==> src/rtl/audio_pkg.sv <==
// Shared constants and FSM state encodings for the audio clip sequencer.
package audio_pkg;

  localparam int unsigned ADDR_W     = 17;
  localparam int unsigned CLIP_DEPTH = 65536;
  localparam int unsigned NUM_CLIPS  = 2;
  localparam int unsigned CLIP_W     = (NUM_CLIPS > 1) ? $clog2(NUM_CLIPS) : 1;

  typedef logic [2:0] state_t;

  localparam state_t ST_IDLE      = 3'd0;
  localparam state_t ST_REC_WAIT  = 3'd1;
  localparam state_t ST_REC_WRITE = 3'd2;
  localparam state_t ST_PLAY_READ = 3'd3;
  localparam state_t ST_PLAY_LOAD = 3'd4;
  localparam state_t ST_PLAY_WAIT = 3'd5;

endpackage

==> src/rtl/clip_sequencer_if.sv <==
// Control/status bundle between the button/codec side and the clip sequencer.
interface clip_sequencer_if #(
  parameter int unsigned ADDR_W = audio_pkg::ADDR_W,
  parameter int unsigned CLIP_W = audio_pkg::CLIP_W
);

  logic              play_req;
  logic              record_req;
  logic [CLIP_W-1:0] play_clip;
  logic [CLIP_W-1:0] record_clip;
  logic              des_done;
  logic              ser_done;
  logic              des_enable;
  logic              ser_enable;
  logic              mem_en;
  logic              mem_wen;
  logic [ADDR_W-1:0] mem_addr;
  logic              ser_load;
  logic              playing;
  logic              recording;
  logic [CLIP_W-1:0] active_clip;

  modport master (
    output play_req, record_req, play_clip, record_clip, des_done, ser_done,
    input  des_enable, ser_enable, mem_en, mem_wen, mem_addr, ser_load,
           playing, recording, active_clip
  );

  modport slave (
    input  play_req, record_req, play_clip, record_clip, des_done, ser_done,
    output des_enable, ser_enable, mem_en, mem_wen, mem_addr, ser_load,
           playing, recording, active_clip
  );

endinterface

==> src/rtl/clip_len_table.sv <==
// Per-clip recorded length registers: written when a recording ends, read by clip index.
module clip_len_table #(
  parameter int unsigned NUM_CLIPS = 2,
  parameter int unsigned CLIP_W    = 1,
  parameter int unsigned LEN_W     = 17
) (
  input  logic              clock,
  input  logic              reset,
  input  logic              wr_en,
  input  logic [CLIP_W-1:0] wr_clip,
  input  logic [LEN_W-1:0]  wr_len,
  input  logic [CLIP_W-1:0] rd_clip,
  output logic [LEN_W-1:0]  rd_len
);

  logic [LEN_W-1:0] len_q [NUM_CLIPS];

  // Length storage, cleared on reset, one entry updated per recording.
  always_ff @(posedge clock or negedge reset) begin
    if (!reset) begin
      for (int i = 0; i < int'(NUM_CLIPS); i++) begin
        len_q[i] <= '0;
      end
    end else if (wr_en) begin
      len_q[wr_clip] <= wr_len;
    end
  end

  assign rd_len = len_q[rd_clip];

endmodule

==> src/rtl/clip_sequencer.sv <==
// Record/playback sequencer: moves samples between the codec (de)serializer and BRAM clip regions.
module clip_sequencer #(
  parameter int unsigned ADDR_W     = audio_pkg::ADDR_W,
  parameter int unsigned CLIP_DEPTH = audio_pkg::CLIP_DEPTH,
  parameter int unsigned NUM_CLIPS  = audio_pkg::NUM_CLIPS
) (
  input  logic            clock,
  input  logic            reset,
  clip_sequencer_if.slave bus
);

  import audio_pkg::state_t;
  import audio_pkg::ST_IDLE;
  import audio_pkg::ST_REC_WAIT;
  import audio_pkg::ST_REC_WRITE;
  import audio_pkg::ST_PLAY_READ;
  import audio_pkg::ST_PLAY_LOAD;
  import audio_pkg::ST_PLAY_WAIT;

  localparam int unsigned       CLIP_W = (NUM_CLIPS > 1) ? $clog2(NUM_CLIPS) : 1;
  localparam logic [ADDR_W-1:0] DEPTH  = ADDR_W'(CLIP_DEPTH);

  state_t            state_q, state_d;
  logic [ADDR_W-1:0] offset_q, offset_d, offset_inc;
  logic [ADDR_W-1:0] mem_addr_q, mem_addr_d;
  logic [CLIP_W-1:0] active_q, active_d;
  logic              pend_q, pend_d;
  logic              run_q;
  logic              mem_en_q, mem_en_d;
  logic              mem_wen_q, mem_wen_d;
  logic              ser_load_q, ser_load_d;
  logic              des_en_q, des_en_d;
  logic              ser_en_q, ser_en_d;
  logic              playing_q, playing_d;
  logic              recording_q, recording_d;

  logic              len_we;
  logic [ADDR_W-1:0] len_wr_val;
  logic [CLIP_W-1:0] len_rd_clip;
  logic [ADDR_W-1:0] len_rd;
  logic              play_ok, rec_ok;

  function automatic logic [ADDR_W-1:0] clip_base(input logic [CLIP_W-1:0] clip);
    return ADDR_W'(clip) * DEPTH;
  endfunction

  // Requests are ignored on the first edge after reset release.
  assign play_ok    = run_q & bus.play_req;
  assign rec_ok     = run_q & bus.record_req;
  assign offset_inc = offset_q + ADDR_W'(1);

  clip_len_table #(
    .NUM_CLIPS (NUM_CLIPS),
    .CLIP_W    (CLIP_W),
    .LEN_W     (ADDR_W)
  ) u_len_table (
    .clock   (clock),
    .reset   (reset),
    .wr_en   (len_we),
    .wr_clip (active_q),
    .wr_len  (len_wr_val),
    .rd_clip (len_rd_clip),
    .rd_len  (len_rd)
  );

  // State, counters and registered outputs.
  always_ff @(posedge clock or negedge reset) begin
    if (!reset) begin
      state_q     <= ST_IDLE;
      offset_q    <= '0;
      mem_addr_q  <= '0;
      active_q    <= '0;
      pend_q      <= 1'b0;
      run_q       <= 1'b0;
      mem_en_q    <= 1'b0;
      mem_wen_q   <= 1'b0;
      ser_load_q  <= 1'b0;
      des_en_q    <= 1'b0;
      ser_en_q    <= 1'b0;
      playing_q   <= 1'b0;
      recording_q <= 1'b0;
    end else begin
      state_q     <= state_d;
      offset_q    <= offset_d;
      mem_addr_q  <= mem_addr_d;
      active_q    <= active_d;
      pend_q      <= pend_d;
      run_q       <= 1'b1;
      mem_en_q    <= mem_en_d;
      mem_wen_q   <= mem_wen_d;
      ser_load_q  <= ser_load_d;
      des_en_q    <= des_en_d;
      ser_en_q    <= ser_en_d;
      playing_q   <= playing_d;
      recording_q <= recording_d;
    end
  end

  // Next-state and next-output decode; outputs describe the state being entered.
  always_comb begin
    state_d     = state_q;
    offset_d    = offset_q;
    mem_addr_d  = mem_addr_q;
    active_d    = active_q;
    pend_d      = pend_q;
    mem_en_d    = 1'b0;
    mem_wen_d   = 1'b0;
    ser_load_d  = 1'b0;
    des_en_d    = 1'b0;
    ser_en_d    = 1'b0;
    playing_d   = 1'b0;
    recording_d = 1'b0;
    len_we      = 1'b0;
    len_wr_val  = (offset_q > DEPTH) ? DEPTH : offset_q;
    len_rd_clip = (state_q == ST_IDLE) ? bus.play_clip : active_q;

    unique case (state_q)
      ST_IDLE: begin
        if (rec_ok) begin
          state_d     = ST_REC_WAIT;
          offset_d    = '0;
          pend_d      = 1'b0;
          active_d    = bus.record_clip;
          recording_d = 1'b1;
          des_en_d    = 1'b1;
        end else if (play_ok && (len_rd != '0)) begin
          state_d    = ST_PLAY_READ;
          offset_d   = '0;
          active_d   = bus.play_clip;
          mem_addr_d = clip_base(bus.play_clip);
          mem_en_d   = 1'b1;
          playing_d  = 1'b1;
        end
      end

      ST_REC_WAIT: begin
        if (rec_ok) begin
          state_d = ST_IDLE;
          len_we  = 1'b1;
          pend_d  = 1'b0;
        end else begin
          recording_d = 1'b1;
          des_en_d    = 1'b1;
          if (bus.des_done || pend_q) begin
            state_d    = ST_REC_WRITE;
            pend_d     = 1'b0;
            mem_addr_d = clip_base(active_q) + offset_q;
            offset_d   = offset_inc;
            mem_en_d   = 1'b1;
            mem_wen_d  = 1'b1;
          end
        end
      end

      ST_REC_WRITE: begin
        if (rec_ok || (offset_q >= DEPTH)) begin
          state_d = ST_IDLE;
          len_we  = 1'b1;
          pend_d  = 1'b0;
        end else begin
          state_d     = ST_REC_WAIT;
          recording_d = 1'b1;
          des_en_d    = 1'b1;
          if (bus.des_done) begin
            pend_d = 1'b1;
          end
        end
      end

      ST_PLAY_READ: begin
        if (play_ok) begin
          state_d = ST_IDLE;
        end else begin
          state_d    = ST_PLAY_LOAD;
          ser_load_d = 1'b1;
          playing_d  = 1'b1;
        end
      end

      ST_PLAY_LOAD: begin
        if (play_ok) begin
          state_d = ST_IDLE;
        end else begin
          state_d   = ST_PLAY_WAIT;
          ser_en_d  = 1'b1;
          playing_d = 1'b1;
        end
      end

      ST_PLAY_WAIT: begin
        if (play_ok) begin
          state_d = ST_IDLE;
        end else if (bus.ser_done) begin
          offset_d = offset_inc;
          if (offset_inc == len_rd) begin
            state_d = ST_IDLE;
          end else begin
            state_d    = ST_PLAY_READ;
            mem_addr_d = clip_base(active_q) + offset_inc;
            mem_en_d   = 1'b1;
            playing_d  = 1'b1;
          end
        end else begin
          ser_en_d  = 1'b1;
          playing_d = 1'b1;
        end
      end

      default: begin
        state_d = ST_IDLE;
      end
    endcase
  end

  assign bus.mem_en      = mem_en_q;
  assign bus.mem_wen     = mem_wen_q;
  assign bus.mem_addr    = mem_addr_q;
  assign bus.ser_load    = ser_load_q;
  assign bus.des_enable  = des_en_q;
  assign bus.ser_enable  = ser_en_q;
  assign bus.playing     = playing_q;
  assign bus.recording   = recording_q;
  assign bus.active_clip = active_q;

endmodule
==> src/flat_wrapper.sv <==
// flat-port wrapper written by rule: the top's interface ports become plain ports
module clip_sequencer_flat import audio_pkg::state_t; import audio_pkg::ST_IDLE; import audio_pkg::ST_REC_WAIT; import audio_pkg::ST_REC_WRITE; import audio_pkg::ST_PLAY_READ; import audio_pkg::ST_PLAY_LOAD; import audio_pkg::ST_PLAY_WAIT;
#(
  parameter int unsigned ADDR_W     = audio_pkg::ADDR_W,
  parameter int unsigned CLIP_DEPTH = audio_pkg::CLIP_DEPTH,
  parameter int unsigned NUM_CLIPS  = audio_pkg::NUM_CLIPS
)
  (clock, reset, bus_play_req, bus_record_req, bus_play_clip, bus_record_clip, bus_des_done, bus_ser_done, bus_des_enable, bus_ser_enable, bus_mem_en, bus_mem_wen, bus_mem_addr, bus_ser_load, bus_playing, bus_recording, bus_active_clip);
  clip_sequencer_if #(.ADDR_W(ADDR_W)) bus_i ();
  input  logic clock;
  input  logic reset;
  input wire logic [$bits(bus_i.play_req)-1:0] bus_play_req;
  input wire logic [$bits(bus_i.record_req)-1:0] bus_record_req;
  input wire logic [$bits(bus_i.play_clip)-1:0] bus_play_clip;
  input wire logic [$bits(bus_i.record_clip)-1:0] bus_record_clip;
  input wire logic [$bits(bus_i.des_done)-1:0] bus_des_done;
  input wire logic [$bits(bus_i.ser_done)-1:0] bus_ser_done;
  output wire logic [$bits(bus_i.des_enable)-1:0] bus_des_enable;
  output wire logic [$bits(bus_i.ser_enable)-1:0] bus_ser_enable;
  output wire logic [$bits(bus_i.mem_en)-1:0] bus_mem_en;
  output wire logic [$bits(bus_i.mem_wen)-1:0] bus_mem_wen;
  output wire logic [$bits(bus_i.mem_addr)-1:0] bus_mem_addr;
  output wire logic [$bits(bus_i.ser_load)-1:0] bus_ser_load;
  output wire logic [$bits(bus_i.playing)-1:0] bus_playing;
  output wire logic [$bits(bus_i.recording)-1:0] bus_recording;
  output wire logic [$bits(bus_i.active_clip)-1:0] bus_active_clip;
  assign bus_i.play_req = bus_play_req;
  assign bus_i.record_req = bus_record_req;
  assign bus_i.play_clip = bus_play_clip;
  assign bus_i.record_clip = bus_record_clip;
  assign bus_i.des_done = bus_des_done;
  assign bus_i.ser_done = bus_ser_done;
  assign bus_des_enable = bus_i.des_enable;
  assign bus_ser_enable = bus_i.ser_enable;
  assign bus_mem_en = bus_i.mem_en;
  assign bus_mem_wen = bus_i.mem_wen;
  assign bus_mem_addr = bus_i.mem_addr;
  assign bus_ser_load = bus_i.ser_load;
  assign bus_playing = bus_i.playing;
  assign bus_recording = bus_i.recording;
  assign bus_active_clip = bus_i.active_clip;
  clip_sequencer #(.ADDR_W(ADDR_W), .CLIP_DEPTH(CLIP_DEPTH), .NUM_CLIPS(NUM_CLIPS)) u_core (.clock(clock), .reset(reset), .bus(bus_i));
endmodule
==> config.mk <==
export PLATFORM = sky130hd
export DESIGN_NAME = clip_sequencer_flat
export DESIGN_NICKNAME = d
export VERILOG_FILES = /design/src/rtl/audio_pkg.sv /design/src/rtl/clip_sequencer_if.sv /design/src/rtl/clip_len_table.sv /design/src/rtl/clip_sequencer.sv /design/src/flat_wrapper.sv
export SDC_FILE = /design/constraint.sdc
export NUM_CORES = 1
export LEC_CHECK = 0
export ABC_AREA = 1
export CORE_MARGIN = 10
export CORE_UTILIZATION = 27
export CTS_CLUSTER_DIAMETER = 120
export DETAILED_ROUTE_END_ITERATION = 12
export PLACE_DENSITY_LB_ADDON = 0.15
export SETUP_SLACK_MARGIN = 0.3
export SYNTH_ARGS = -nofsm -noshare
export SYNTH_HDL_FRONTEND = slang
export SYNTH_SLANG_ARGS = --single-unit
==> constraint.sdc <==
create_clock -name clock -period 2.5 [get_ports clock]
set_input_delay 0.5 -clock clock [delete_from_list [all_inputs] [get_ports clock]]
set_output_delay 0.5 -clock clock [all_outputs]
set_load 0.1 [all_outputs]
==> impl_metrics.yaml <==
synth:
  synth_compound_area_share_pct: 9.35
  synth-simple-area-share_pct: 40.6
  yosys_warnings: 0
  synth_fp_nets: 763
  syn_area_per_cell_sq_um: 6.64
  synthCells: 753
  synth_top_area_cell: "dfrtp_1"
  ys_top_cells_by_area: "dfrtp_1 (40%), nand2_1 (22%), nand3_1 (8.8%)"
  ys_types: 31
  ys_ff_latch: 80
  synth_area_sq_um: 5000
  muxShareOfSynthArea_pct: 0
  yosys.area_share.xor_xnor_pct: 0.525
  ys_seq_area_share_pct: 40.0
  netlist.area_leader.share_pct: 40.0
  synth_fa_ha_area_share_pct: 0.500
  synth_top_family_by_area: "simple AND/OR/NAND/NOR gates"
timing:
  period_minus_slack_ns: 2.52
  fmax_mhz: 398
  rsz0062_at_grt: "true"
  timing.final.crit_share_pct: 101
  hold_violations: 0
  final.setup_skew_ns: 0.00894
  maxSlewViolCount: 0
  slew-limit-headroom_pct: 55.6
  max_slew.worst_pin.slew_ns: 0.666
  layout_setup_ws_ns: -0.0153
  setup_violations: 1
global_routing:
  grt_pass1_wl_um: 30300
  grtUsageTotal_pct: 16.0
  grt_overflow: 0
  grt_max_degree: 47
  grt_pass1_vias: 5391
  antenna_found_initial: 0
layout:
  syn2layout_area_growth_pct: 51.3
  diodes: 0
  multi_input_area_sq_um: 3130
  ff_latch_area_sq_um: 2010
  final_nets: 914
  stdcell_count: 1137
  nFillCells: 1874
  drive_gt1_share_pct: 33.5
worst_setup_path:
  path_common_cell: "buf_6"
  critPathArrivalTime_ns: 2.76
  critPathMaxStageDelay_ns: 0.41
  cp_data_required_time_ns: 2.74
  worstSetupStartpointType: "register"
  crit_type: "reg -> reg"
  setup.worst_path.end_class: "register"
  slowest_stage: "dfrtp_1"
  crit_fanout: 6
  path_cells: "nor2_4 -> buf_6 -> buf_6 -> nand3_4 -> nand2_8 -> buf_8 -> nand2_4 -> nand2_4 -> nor2_4 -> nand2_2 -> nor2_4 -> nand3_4 -> nand2_4 -> buf_6 -> a21oi_4 -> buf_6 -> nand3_4 -> nand2_2 -> nand2_2"
cts:
  root_buffer: "clkbuf_16"
  clock_sinks: 80
  postCtsHoldBufs: 0
  clk_path_buf_depth: 2
  cts_tree: "yes"
  cts_made_buffers: 9
  clk_pin_slew_ns: 0.06
  clk_latency_ns: 0.35
  htree_levels: 3
die:
  die_h_um: 156
  core_sq_um: 18100
  io_pins: 33
  die_area_sq_um: 24400
  die_x_um: 156
  start_util_pct: 27.7
  placementRows: 49
outcome:
  status: "complete, but fails checks"
  violations: "setup timing"
power:
  fin_total_pwr_uw: 10600
  p_per_area_nw_per_um2: 1400
  vdd_drop_max_mv: 0.571
  leakagePower_uw: 0.00363
placed_design:
  place_inst: 1088
  gp_congestion: 0.886
  hpwl_um: 13200
  port_buffers: 32
run:
  drv_cap: 0
routing:
  drt_wl_total_um: 19600
  wl_per_cell_um: 17.2
  drt-initial-drc-count: 413
  drc: 0
  first_pass_iters: 5
  vias: 5539
  postRouteAntennaNets: 0
  via_per_inst: 4.87
min_path:
  hold_class: "in -> async"
[stage by stage]
stage | setup TNS [ns] | hold slack, ns | util, % | setup WS, ns | cell area, sq um
floorplan | 0 | 0.204 | - | 0.307 | 5010
global placement | -18.16 | 0.460 | 34.5 | -0.522 | 6240
detailed placement | -18.83 | 0.460 | 34.5 | -0.531 | 6240
CTS | 0 | 0.195 | 39.2 | 0.0352 | 7100
global route | -2.72 | 0.213 | 41.8 | -0.156 | 7570
finish | -0.0153 | 0.166 | 41.8 | -0.0153 | 7570
[sequential cells by signal (all words and copies together), names as in the netlist]
| register | cells |
|---|---|
| u_core.bus.ser_load | 1 |
| u_core.bus.recording | 1 |
| u_core.bus.mem_en | 1 |
| u_core.bus.mem_addr | 17 |
| u_core.run_q | 1 |
| u_core.bus.playing | 1 |
| u_core.pend_q | 1 |
| u_core.state_q | 3 |
| u_core.bus.ser_enable | 1 |
| u_core.offset_q | 17 |
| u_core.bus.active_clip | 1 |
| u_core.u_len_table.len_q | 34 |
| u_core.bus.mem_wen | 1 |
[cell usage in the layout, fill, tap and decap left out, types with 2 or more instances in the layout]
cell	instances
nand2_8	3
nand2_2	56
nand3_1	66
bufinv_16	2
nor2_2	17
buf_12	11
buf_16	2
xor2_1	2
a21oi_4	3
nand3b_1	2
inv_2	5
o21ai_1	18
a21oi_1	4
nand2_4	8
nand4_1	15
buf_6	29
inv_1	76
clkbuf_16	10
nand3_4	10
nor3_1	4
o22ai_1	17
clkdlybuf4s50_1	5
o21ai_0	37
nor2_1	38
nand3_2	18
nor2_4	9
buf_4	109
dfrtp_2	2
dfrtp_1	77
nand2_1	237
[power breakdown]
| group | switching, uW | internal (uW) |
|---|---|---|
| registers | 269 | 1630 |
| clock network | 583 | 897 |
| logic | 4250 | 2940 |
[per-layer routing]
layer / track usage (%) / vias to the layer above / routed length (um)
met2: 25.6 / 126 / 9170
met3: 2.84 / 22 / 1040
li1: - / 2735 / -
met4: 4.22 / 0 / 327
met1: 21.6 / 2656 / 9010
met5: 0 / - / 0
[critical path: cells and delay by family, from the launching register on]
kind / cells / cell delay (ns)
AOI/OAI and AO/OA: 1 / 0.17
buffers and inverters: 5 / 0.62
DFF: 1 / 0.41
and+or+nand+nor: 13 / 1.18
[path summary, 6_finish.rpt]
check | end | start | cells after the start | slack (ns)
max in group asynchronous | u_core.u_len_table.len_q[19] | reset | 2 | 1.74
hold / removal | u_core.bus.mem_addr[12] | reset | 1 | 0.17
min in group clock | u_core.bus.mem_addr[5] | u_core.bus.mem_addr[5] | 2 | 0.47
setup / recovery | u_core.bus.mem_addr[13] | u_core.state_q[0] | 19 | -0.02
setup reg to reg | u_core.bus.mem_addr[13] | u_core.state_q[0] | 19 | -0.02
hold reg to reg | u_core.bus.mem_addr[5] | u_core.bus.mem_addr[5] | 2 | 0.47
[cells by family (layout without fill, tap and decap cells)]
group	after synthesis	after routing
xor gates and xnor gates	3	3
buffers and inverters	105	255
adders and majority gates	2	2
AOI/OAI and AO/OA	83	84
and+or+nand+nor	479	483
DFF	80	80
other	1	1
[cell type report]
class                   count  share of cell area (%)
clock buffers              10                    3.16
clock inverters             5                    1.07
inverters                  81                    4.02
multi-input cells         573                    41.4
flip-flops and latches     80                    26.5
well taps                 229                    3.79
repair buffers            159                    20.1
[Yosys cell counts]
master    count
nand2_1     295
nand3_1      88
dfrtp_1      80
inv_1        78
nor2_1       59
o21ai_0      45
o22ai_1      17
nand4_1      15
clkbuf_1     12
o21ai_1      12
nand2_2       6
buf_2         5
buf_6         5
a21oi_1       4
nor2_2        4
nor3_1        4
inv_2         3
a21oi_4       2
buf_4         2
ha_1          2
nand2_4       2
nand3_2       2
nand3b_1      2
xor2_1        2
conb_1        1
nand3_4       1
nor2_4        1
o21bai_1      1
o31ai_1       1
o41ai_1       1
xnor2_1       1
[what timing repair did]
item	CTS	global route
endpoints found under the setup margin	53	72
setup buffers	21	3
gates resized for setup	61	125
gates cloned	8	2
pin swaps	27	58
(Power assumes the default switching activity.)
